--- src/rtl/odd_even_selection.sv ---
// Output selection stage after odd-even routing: one lane per input port picks a direction
// from its admissible list by downstream credits and holds a one-hot request until granted.
module oes_lane #(
  parameter int CAND     = 3,
  parameter int CREDIT_W = 3
) (
  input  logic                         i_clk,
  input  logic                         i_reset_n,
  input  logic                         strobe,
  input  logic [0:CAND-1][1:0]         list,
  input  logic [0:3][CREDIT_W-1:0]     credits,
  input  logic                         grant,
  output logic [0:4]                   req,
  output logic                         busy,
  output logic                         list_error
);

  typedef enum logic {IDLE, HOLD} state_t;

  localparam logic [1:0] CNT_MAX = 2'(CAND-1);

  state_t              state;
  logic                rr;
  logic [1:0]          cnt;
  logic                cnt_ok;
  logic [1:0]          sel_dir;
  logic [CREDIT_W-1:0] best_cr;
  logic [CREDIT_W-1:0] cr;
  logic                tie;
  logic [2:0]          oh_idx;
  logic [0:4]          sel_oh;

  // Later candidates win only on strictly more credits, or on equal credits when rr=1.
  always_comb begin
    cnt     = list[CAND-1];
    cnt_ok  = (cnt != 2'd0) && (cnt <= CNT_MAX);
    sel_dir = list[0];
    best_cr = credits[list[0]];
    cr      = '0;
    tie     = 1'b0;
    for (int i = 1; i < CAND-1; i++) begin
      if (2'(i) < cnt) begin
        cr = credits[list[i]];
        if (cr == best_cr) begin
          tie = 1'b1;
          if (rr) sel_dir = list[i];
        end else if (cr > best_cr) begin
          sel_dir = list[i];
          best_cr = cr;
          tie     = 1'b0;
        end
      end
    end
    oh_idx         = {1'b0, sel_dir} + 3'd1;
    sel_oh         = '0;
    sel_oh[oh_idx] = 1'b1;
  end

  always_ff @(posedge i_clk or negedge i_reset_n) begin
    if (!i_reset_n) begin
      state      <= IDLE;
      req        <= '0;
      busy       <= 1'b0;
      list_error <= 1'b0;
      rr         <= 1'b0;
    end else begin
      case (state)
        IDLE: begin
          if (strobe) begin
            if (cnt_ok) begin
              req   <= sel_oh;
              busy  <= 1'b1;
              state <= HOLD;
              if (tie) rr <= ~rr;
            end else begin
              list_error <= 1'b1;
            end
          end
        end
        HOLD: begin
          // Strobes and credit changes are ignored until the allocator accepts.
          if (grant) begin
            req   <= '0;
            busy  <= 1'b0;
            state <= IDLE;
          end
        end
        default: state <= IDLE;
      endcase
    end
  end

endmodule

module odd_even_selection #(
  parameter int PORTS    = 5,
  parameter int CAND     = 3,
  parameter int CREDIT_W = 3
) (
  input  logic                               i_clk,
  input  logic                               i_reset_n,
  input  logic [0:PORTS-1]                   i_select_neighbor,
  input  logic [0:PORTS-1][0:CAND-1][1:0]    i_avail_directions,
  input  logic [0:3][CREDIT_W-1:0]           i_credits,
  input  logic [0:PORTS-1]                   i_grant,
  output logic [0:PORTS-1][0:4]              o_output_req,
  output logic [0:PORTS-1]                   o_busy,
  output logic [0:PORTS-1]                   o_list_error
);

  for (genvar g = 0; g < PORTS; g++) begin : g_lane
    oes_lane #(.CAND(CAND), .CREDIT_W(CREDIT_W)) u_lane (
      .i_clk      (i_clk),
      .i_reset_n  (i_reset_n),
      .strobe     (i_select_neighbor[g]),
      .list       (i_avail_directions[g]),
      .credits    (i_credits),
      .grant      (i_grant[g]),
      .req        (o_output_req[g]),
      .busy       (o_busy[g]),
      .list_error (o_list_error[g])
    );
  end

endmodule
--- config.mk ---
export PLATFORM = sky130hd
export DESIGN_NAME = odd_even_selection
export DESIGN_NICKNAME = d
export VERILOG_FILES = /design/src/rtl/odd_even_selection.sv
export SDC_FILE = /design/constraint.sdc
export NUM_CORES = 1
export LEC_CHECK = 0
export ABC_CLOCK_PERIOD_IN_PS = 1400
export CAP_MARGIN = 25
export CORE_AREA = 2 2 90 92
export CTS_CLUSTER_SIZE = 12
export DETAILED_ROUTE_END_ITERATION = 10
export DIE_AREA = 0 0 92 94
export MAX_ROUTING_LAYER = met4
export PLACE_DENSITY = 0.76
export SKIP_CTS_REPAIR_TIMING = 1
export SYNTH_ARGS = -nofsm -noshare
export SYNTH_HDL_FRONTEND = slang
export SYNTH_SLANG_ARGS = --single-unit
--- constraint.sdc ---
create_clock -name i_clk -period 1.4 [get_ports i_clk]
set_input_delay 0.28 -clock i_clk [delete_from_list [all_inputs] [get_ports i_clk]]
set_output_delay 0.28 -clock i_clk [all_outputs]
set_load 0.01 [all_outputs]
Word level (Yosys, flattened, before mapping)
Index checks and enable logic that the tools add are counted.
Widths: inputs -> output; s select.
{"block": "op_classes", "add_sub_neg": 5, "n_mul": 0, "div_mod_pow": 0, "order_cmp": 35, "n_eq_ne": 20, "shifts": 0, "muxes": 130, "bitwise_logic": 30, "reduce_logical": 30}
{"op": "$mux 5", "n": 15}
{"op": "$bmux 3 s2", "n": 10}
{"op": "$mux 3", "n": 20}
{"op": "$pmux 5 s2", "n": 5}
{"op": "$mux 1", "n": 45}
{"op": "$mux 2", "n": 20}
{"op": "$ge 3x3->1 const B", "n": 10}
{"op": "$not 2->3", "n": 10}
{"op": "$reduce_and 3->1", "n": 10}
{"op": "$ge 4x4->1 const B", "n": 5}
{"op": "$lt 4x1->1 const B", "n": 5}
{"op": "$ne 2x2->1 const B", "n": 10}
{"op": "$not 3->4", "n": 5}
{"op": "$pmux 1 s2", "n": 10}
{"op": "$reduce_and 4->1", "n": 5}
{"op": "$add 2x1->3 const B", "n": 5}
{"op": "$demux 1 s3", "n": 5}
{"op": "$eq 3x3->1", "n": 5}
{"op": "$gt 3x3->1", "n": 5}
{"op": "$not 1->1", "n": 15}
{"op": "$le 2x2->1 const B", "n": 5}
{"op": "$logic_and 1x1->1", "n": 10}
{"op": "$lt 1x2->1 const A", "n": 5}
{"op": "$ne 2x1->1 const B", "n": 5}
{"op": "$reduce_bool 2->1", "n": 5}
{"block": "totals", "ff_bits": 45, "latch_bits": 0, "mem_bits_rw": 0, "mem_bits_ro": 0, "out_inout_bits": 35, "word_cells": 275, "memories": 0}

Depth between registers and ports, before layout
Gate-level depths: netlist (run 1).
{"block": "depth", "depth_word": 17, "mapped_depth": 8}

By module
From an unflattened synthesis (run 1), not the netlist that was laid out.
{"block": "hier_totals", "hier_cells": 280, "area_unflattened_um2": 3347.0}
{"mod": "oes_lane", "instances": 5, "cells_per_inst": 56, "area_each_um2": 669.4, "seq_area_each_um2": 225.2}

Least setup slack after synthesis (run 1)
OpenSTA, ideal clock, no wires.
{"block": "synth_timing", "kind": "input-to-reg", "from": "in i_avail_directions[16] in the netlist's numbering", "to": "reg g_lane[2].u_lane.req[1] in the netlist's numbering", "setup_ns": 0.126, "t_arrival_ns": 2.185, "setup_slack_ns": -0.911, "cell_stages": 7, "n_path_buf": 1, "path_cell_list": "clkbuf_1 -> mux4_2 -> ha_1 -> nand2b_1 -> a211oi_2 -> nor3_1 -> a221o_1"}
{"block": "synth_between", "elab_chain_len": 17}
{"item": "start, declared", "line_no": "103", "rtl": "input logic [0:PORTS-1][0:CAND-1][1:0] i_avail_directions,"}
{"item": "$not 2->3 (implied by the code)", "line_no": "38", "rtl": "best_cr = credits[list[0]];"}
{"item": "$bmux 3 s2", "line_no": "38"}
{"item": "$mux 3 (implied by the code) (2 in series)", "line_no": "38"}
{"item": "$gt 3x3->1", "line_no": "47", "rtl": "end else if (cr > best_cr) begin"}
{"item": "$mux 2", "line_no": "47"}
{"item": "$mux 2", "line_no": "44", "rtl": "if (cr == best_cr) begin"}
{"item": "$mux 2 *", "line_no": "42", "rtl": "if (2'(i) < cnt) begin"}
{"item": "$add 2x1->3 *", "line_no": "54", "rtl": "oh_idx = {1'b0, sel_dir} + 3'd1;"}
{"item": "$not 3->4 (implied by the code) *", "line_no": "56", "rtl": "sel_oh[oh_idx] = 1'b1;"}
{"item": "$ge 4x4->1 (implied by the code) or $lt 4x1->1 (tied branches)", "line_no": "56"}
{"item": "$logic_and 1x1->1 (implied by the code)", "line_no": "56"}
{"item": "$mux 1 (implied by the code)", "line_no": "56"}
{"item": "$demux 1 s3 *", "line_no": "56"}
{"item": "$mux 5 *", "line_no": "70", "rtl": "if (cnt_ok) begin"}
{"item": "$mux 5 *", "line_no": "69", "rtl": "if (strobe) begin"}
{"item": "$pmux 5 s2 *", "line_no": "67", "rtl": "case (state)"}
{"item": "end signal, assigned", "line_no": "71", "rtl": "req <= sel_oh;"}
{"item": "end, declared", "line_no": "13", "rtl": "output logic [0:4] req,"}
Mark *: on every way between the ends. The rest lies on a longest branch, timed or not. The select of a mux whose other input is x is not followed.
A chain may end at the register's enable or synchronous reset.

Worst setup path in the final report (run 1)
{"block": "layout_timing", "from": "in i_credits[2] in the netlist's numbering", "to": "reg g_lane[1].u_lane.req[1] in the netlist's numbering"}
{"block": "layout_between", "elab_chain_len": 16}
{"item": "start, declared", "line_no": "104", "rtl": "input logic [0:3][CREDIT_W-1:0] i_credits,"}
{"item": "$bmux 3 s2 (on tied branches)", "line_no": "43, 38"}
{"item": "$mux 3 (on tied branches) (2 in series)", "line_no": "43, 38"}
{"item": "$gt 3x3->1", "line_no": "47"}
{"item": "$mux 2", "line_no": "47"}
{"item": "$mux 2 *", "line_no": "44"}
{"item": "$mux 2 *", "line_no": "42"}
{"item": "$add 2x1->3 *", "line_no": "54"}
{"item": "$not 3->4 (implied by the code) *", "line_no": "56"}
{"item": "$ge 4x4->1 (implied by the code) or $lt 4x1->1 (tied branches)", "line_no": "56"}
{"item": "$logic_and 1x1->1 (implied by the code)", "line_no": "56"}
{"item": "$mux 1 (implied by the code)", "line_no": "56"}
{"item": "$demux 1 s3 *", "line_no": "56"}
{"item": "$mux 5 *", "line_no": "70"}
{"item": "$mux 5 *", "line_no": "69"}
{"item": "$pmux 5 s2 *", "line_no": "67"}
{"item": "end signal, assigned", "line_no": "71"}
{"item": "end, declared", "line_no": "13"}
Marked as above.

==> results of run 1 <==
[synthesized netlist by cell type, types with 2 or more instances]
cell type and instances:
sky130_fd_sc_hd__nor4b_1 3, sky130_fd_sc_hd__mux4_2 30, sky130_fd_sc_hd__and4b_2 2, sky130_fd_sc_hd__xor2_1 3
sky130_fd_sc_hd__clkbuf_1 8, sky130_fd_sc_hd__o21ai_0 10, sky130_fd_sc_hd__a21oi_1 9, sky130_fd_sc_hd__a32oi_1 4
sky130_fd_sc_hd__o22ai_1 5, sky130_fd_sc_hd__a22oi_1 5, sky130_fd_sc_hd__nand3_1 9, sky130_fd_sc_hd__ha_1 15
sky130_fd_sc_hd__o21bai_1 4, sky130_fd_sc_hd__dfrtp_1 45, sky130_fd_sc_hd__xnor2_1 4, sky130_fd_sc_hd__o221ai_1 9
sky130_fd_sc_hd__and2_1 7, sky130_fd_sc_hd__nand4b_1 8, sky130_fd_sc_hd__nand2b_1 3, sky130_fd_sc_hd__nand4_1 4
sky130_fd_sc_hd__nor2b_1 11, sky130_fd_sc_hd__nor3_1 6, sky130_fd_sc_hd__nand2_1 20, sky130_fd_sc_hd__o41ai_1 4
sky130_fd_sc_hd__buf_4 10, sky130_fd_sc_hd__a311o_1 2, sky130_fd_sc_hd__inv_1 33, sky130_fd_sc_hd__a221o_1 8
sky130_fd_sc_hd__nor2_1 2, sky130_fd_sc_hd__xor2_2 3, sky130_fd_sc_hd__nand3b_1 4, sky130_fd_sc_hd__a31o_2 2
sky130_fd_sc_hd__nand2_2 2
[worst paths after layout]
kind	slack [ns]	depth (start not counted)	end
worst min-delay path	0.35	3	g_lane[4].u_lane.req[3]
min in group asynchronous	0.48	3	g_lane[4].u_lane.state
worst max-delay path	-0.56	8	g_lane[1].u_lane.req[1]
worst max register to register	-0.12	5	g_lane[1].u_lane.req[1]
max in group asynchronous	0.69	3	g_lane[0].u_lane.state
worst min register to register	0.47	1	g_lane[1].u_lane.rr
[kinds of logic (layout without fill, tap and decap cells)]
logic type | after synthesis | in the layout | share of synthesized area, %
adder cells (fa/ha/maj) | 15 | 15 | 5.58
AO/OA/AOI/OAI | 67 | 67 | 15.0
flip-flops | 45 | 45 | 33.5
AND/OR/NAND/NOR | 87 | 87 | 15.8
multiplexers | 30 | 30 | 20.1
XOR/XNOR | 10 | 10 | 3.27
buffers and inverters | 51 | 226 | 6.80
[flip-flops by register name, indices dropped and copies added, names as in the netlist]
name and cells:
g_lane.u_lane.req 25, g_lane.u_lane.busy 5, g_lane.u_lane.list_error 5, g_lane.u_lane.rr 5, g_lane.u_lane.state 5
[per-stage QoR]
step	cell area, um^2	total power (uW)	hold WS (ns)	setup TNS (ns)
2_1_floorplan	3710	2830	-0.0156	-12.00
3_3_place_gp	5060	3720	0.283	-30.38
3_5_place_dp	5060	3790	0.285	-32.06
4_1_cts	5180	4870	-0.0558	-24.47
5_1_grt	5770	5420	0.359	-11.13
6_report	5770	5140	0.353	-9.90
[power by group through the flow]
stage,registers (uW),clock network [uW],logic [uW]
after floorplan,1730,0,1100
after global placement,1700,0,2020
after detailed placement,1710,0,2090
after CTS,1690,1080,2100
after global routing,1720,1130,2580
final,1690,1060,2390
[critical path, stage by stage]
cell and delay, ns:
sky130_fd_sc_hd__buf_8 0.10, sky130_fd_sc_hd__buf_6 0.12, sky130_fd_sc_hd__mux4_2 0.50, sky130_fd_sc_hd__ha_4 0.28
sky130_fd_sc_hd__nand4b_1 0.21, sky130_fd_sc_hd__nand4b_1 0.21, sky130_fd_sc_hd__nor4b_2 0.35, sky130_fd_sc_hd__a221o_1 0.15
[metal layers]
layer	routed length (um)	up-vias	part of all wire, %
met4	131	0	1.2
met2	5520	138	51
li1	-	1532	-
met1	4580	1679	42
met3	645	18	5.9
met5	0	-	0
[layout make-up]
cell class | instances | area (um^2) | area share (%)
multi-input cells | 209 | 2450 | 42.4
repair buffers | 185 | 1830 | 31.7
flip-flops and latches | 45 | 1130 | 19.5
well taps | 102 | 128 | 2.21
inverters | 33 | 124 | 2.15
clock buffers | 7 | 86.3 | 1.50
clock inverters | 1 | 30.0 | 0.520
==> run summary, run 1 <==
Most common cell after layout, fill and taps aside: sky130_fd_sc_hd__buf_4
Final clock period utilization by the worst path: 140%
Worst-case vdd ir drop: 0.531 mV
Die Ht: 94 um
Share of synthesized flip-flops with an asynchronous set or reset: 100%
Synthesized area per cell: 11.0 um^2
Share of total power in sequential cells: 32.8%
DRT antenna net count: 0
Final setup fails: 24
Switching share of power: 32.9%
Kind of start point of the critical path: primary input
Net switching power: 1690 uW
Via total after detailed routing: 3367
Detailed-route wire length per cell: 18.7 um
Maximum buffer depth of the clock tree: 2
Commonest cells after routing, fill and taps aside: sky130_fd_sc_hd__buf_4, sky130_fd_sc_hd__dlymetal6s2s_1, sky130_fd_sc_hd__dfrtp_1
Synthesized netlist net count: 374
Failing checks: negative setup slack
Critical Path End Type: flip-flop
Relative area change from synthesis to final layout: 71.6%
Crit Path Category: primary input to flip-flop
Count of unresolved DRC violations after routing: 0
Per-cell via count in the routed design: 5.79
Core box area: 7610 um^2
LEAKAGE: 0.00294 uW
Std cell rows: 32
Critical path fanouts, max: 5
Share of the core filled with cells: 75.9%
Critical R2R Launch: g_lane[1].u_lane.state
Endpoint required time on the critical path: 1.65 ns
Number of global-route vias before repair: 3310
Tightest Pin Transition: 0.445 ns
Number of sinks on the clock net: 45
Root buffer cell: sky130_fd_sc_hd__clkbuf_8
Max-slew headroom: 70.3%
First-pass GRT wire length: 15700 um
Count of warnings emitted by yosys: 0
Drt first pass iters: 5
Maximum Capacitance Violations: 0
Number of filler instances in the final layout: 491
Unrepaired setup endpoints after global routing: yes
Met3 GRT Util: 3.77%
Arrival time at the worst endpoint: 2.20 ns
Status: complete, but fails checks
Maximum clock frequency: 511 MHz
Port Buffers: 88
TritonCTS clock tree: built
Detailed Place HPWL: 7020 um
Share of post-route cells with drive strength above 1: 49.2%
Internal Pwr Total: 3450 uW
Largest net degree at the start of global routing: 46
Top flip-flop cell by instance count after synthesis: sky130_fd_sc_hd__dfrtp_1
Die Area: 8650 um^2
All-Layer GR Usage: 23.2%
Die span in x: 92 um
Power Density: 890 nW/um^2
Final critical path time including I/O delays and setup: 1.96 ns
Synthesized netlist cell count: 305
EDFF count, synth: 0
Global route total overflow: 0
Final setup skew: 0.0128 ns
Count of pins on the block boundary: 89
Final WS setup: -0.556 ns
Clock Latency Late Sink: 0.30 ns
Fin. Hold Viols: 0
Combinational fraction of design power: 46.6%
Initial core utilization: 44.2%
Placed Instances: 552
H-Tree Level Count: 2
Synthesized cell area: 3370 um^2
Clock network fraction of total power: 20.6%
Global routing usage on met2: 39.6%
Min-Delay Startpoint: i_avail_directions[4]
Number of CTS-inserted buffers: 5
Largest area contributor in the synthesized netlist: sky130_fd_sc_hd__dfrtp_1
Clock Pin Slew Worst Setup and Hold Paths: 0.09 ns
Antenna diode count: 0
Kind of path behind the tightest hold check: primary input to flip-flop
Post-synth top area share: 33.5%
Seq/Total Area, Yosys: 33.5%
RD Place Congestion: 0.829
Slew Viols, Final: 0
Initial drt markers: 225
Final Non-Filler Cells: 582
Worst Setup Slack post-DPL: -1.31 ns
Number of nets in the layout: 548
Initial antenna violation count: 0
Global routing met1 resource utilization: 29.0%
Cell variety after synth: 44
Seq cells post-synth: 45
Routed wire length: 10900 um
CP Launch Point: i_credits[2]
Most Used Layer, Global Route: met2
Top area cells in the synthesized netlist: sky130_fd_sc_hd__dfrtp_1, sky130_fd_sc_hd__mux4_2, sky130_fd_sc_hd__ha_1
No activity file was read; power rests on OpenSTA's default activity.
==> run 2: changes to the inputs <==
--- a/config.mk
+++ b/config.mk
@@ -5,7 +5,6 @@
 export SDC_FILE = /design/constraint.sdc
 export NUM_CORES = 1
 export LEC_CHECK = 0
-export ABC_CLOCK_PERIOD_IN_PS = 1400
 export CAP_MARGIN = 25
 export CORE_AREA = 2 2 90 92
 export CTS_CLUSTER_SIZE = 12
==> results of run 2 <==
Final layout, timing and power as in run 1 (identical DEF).
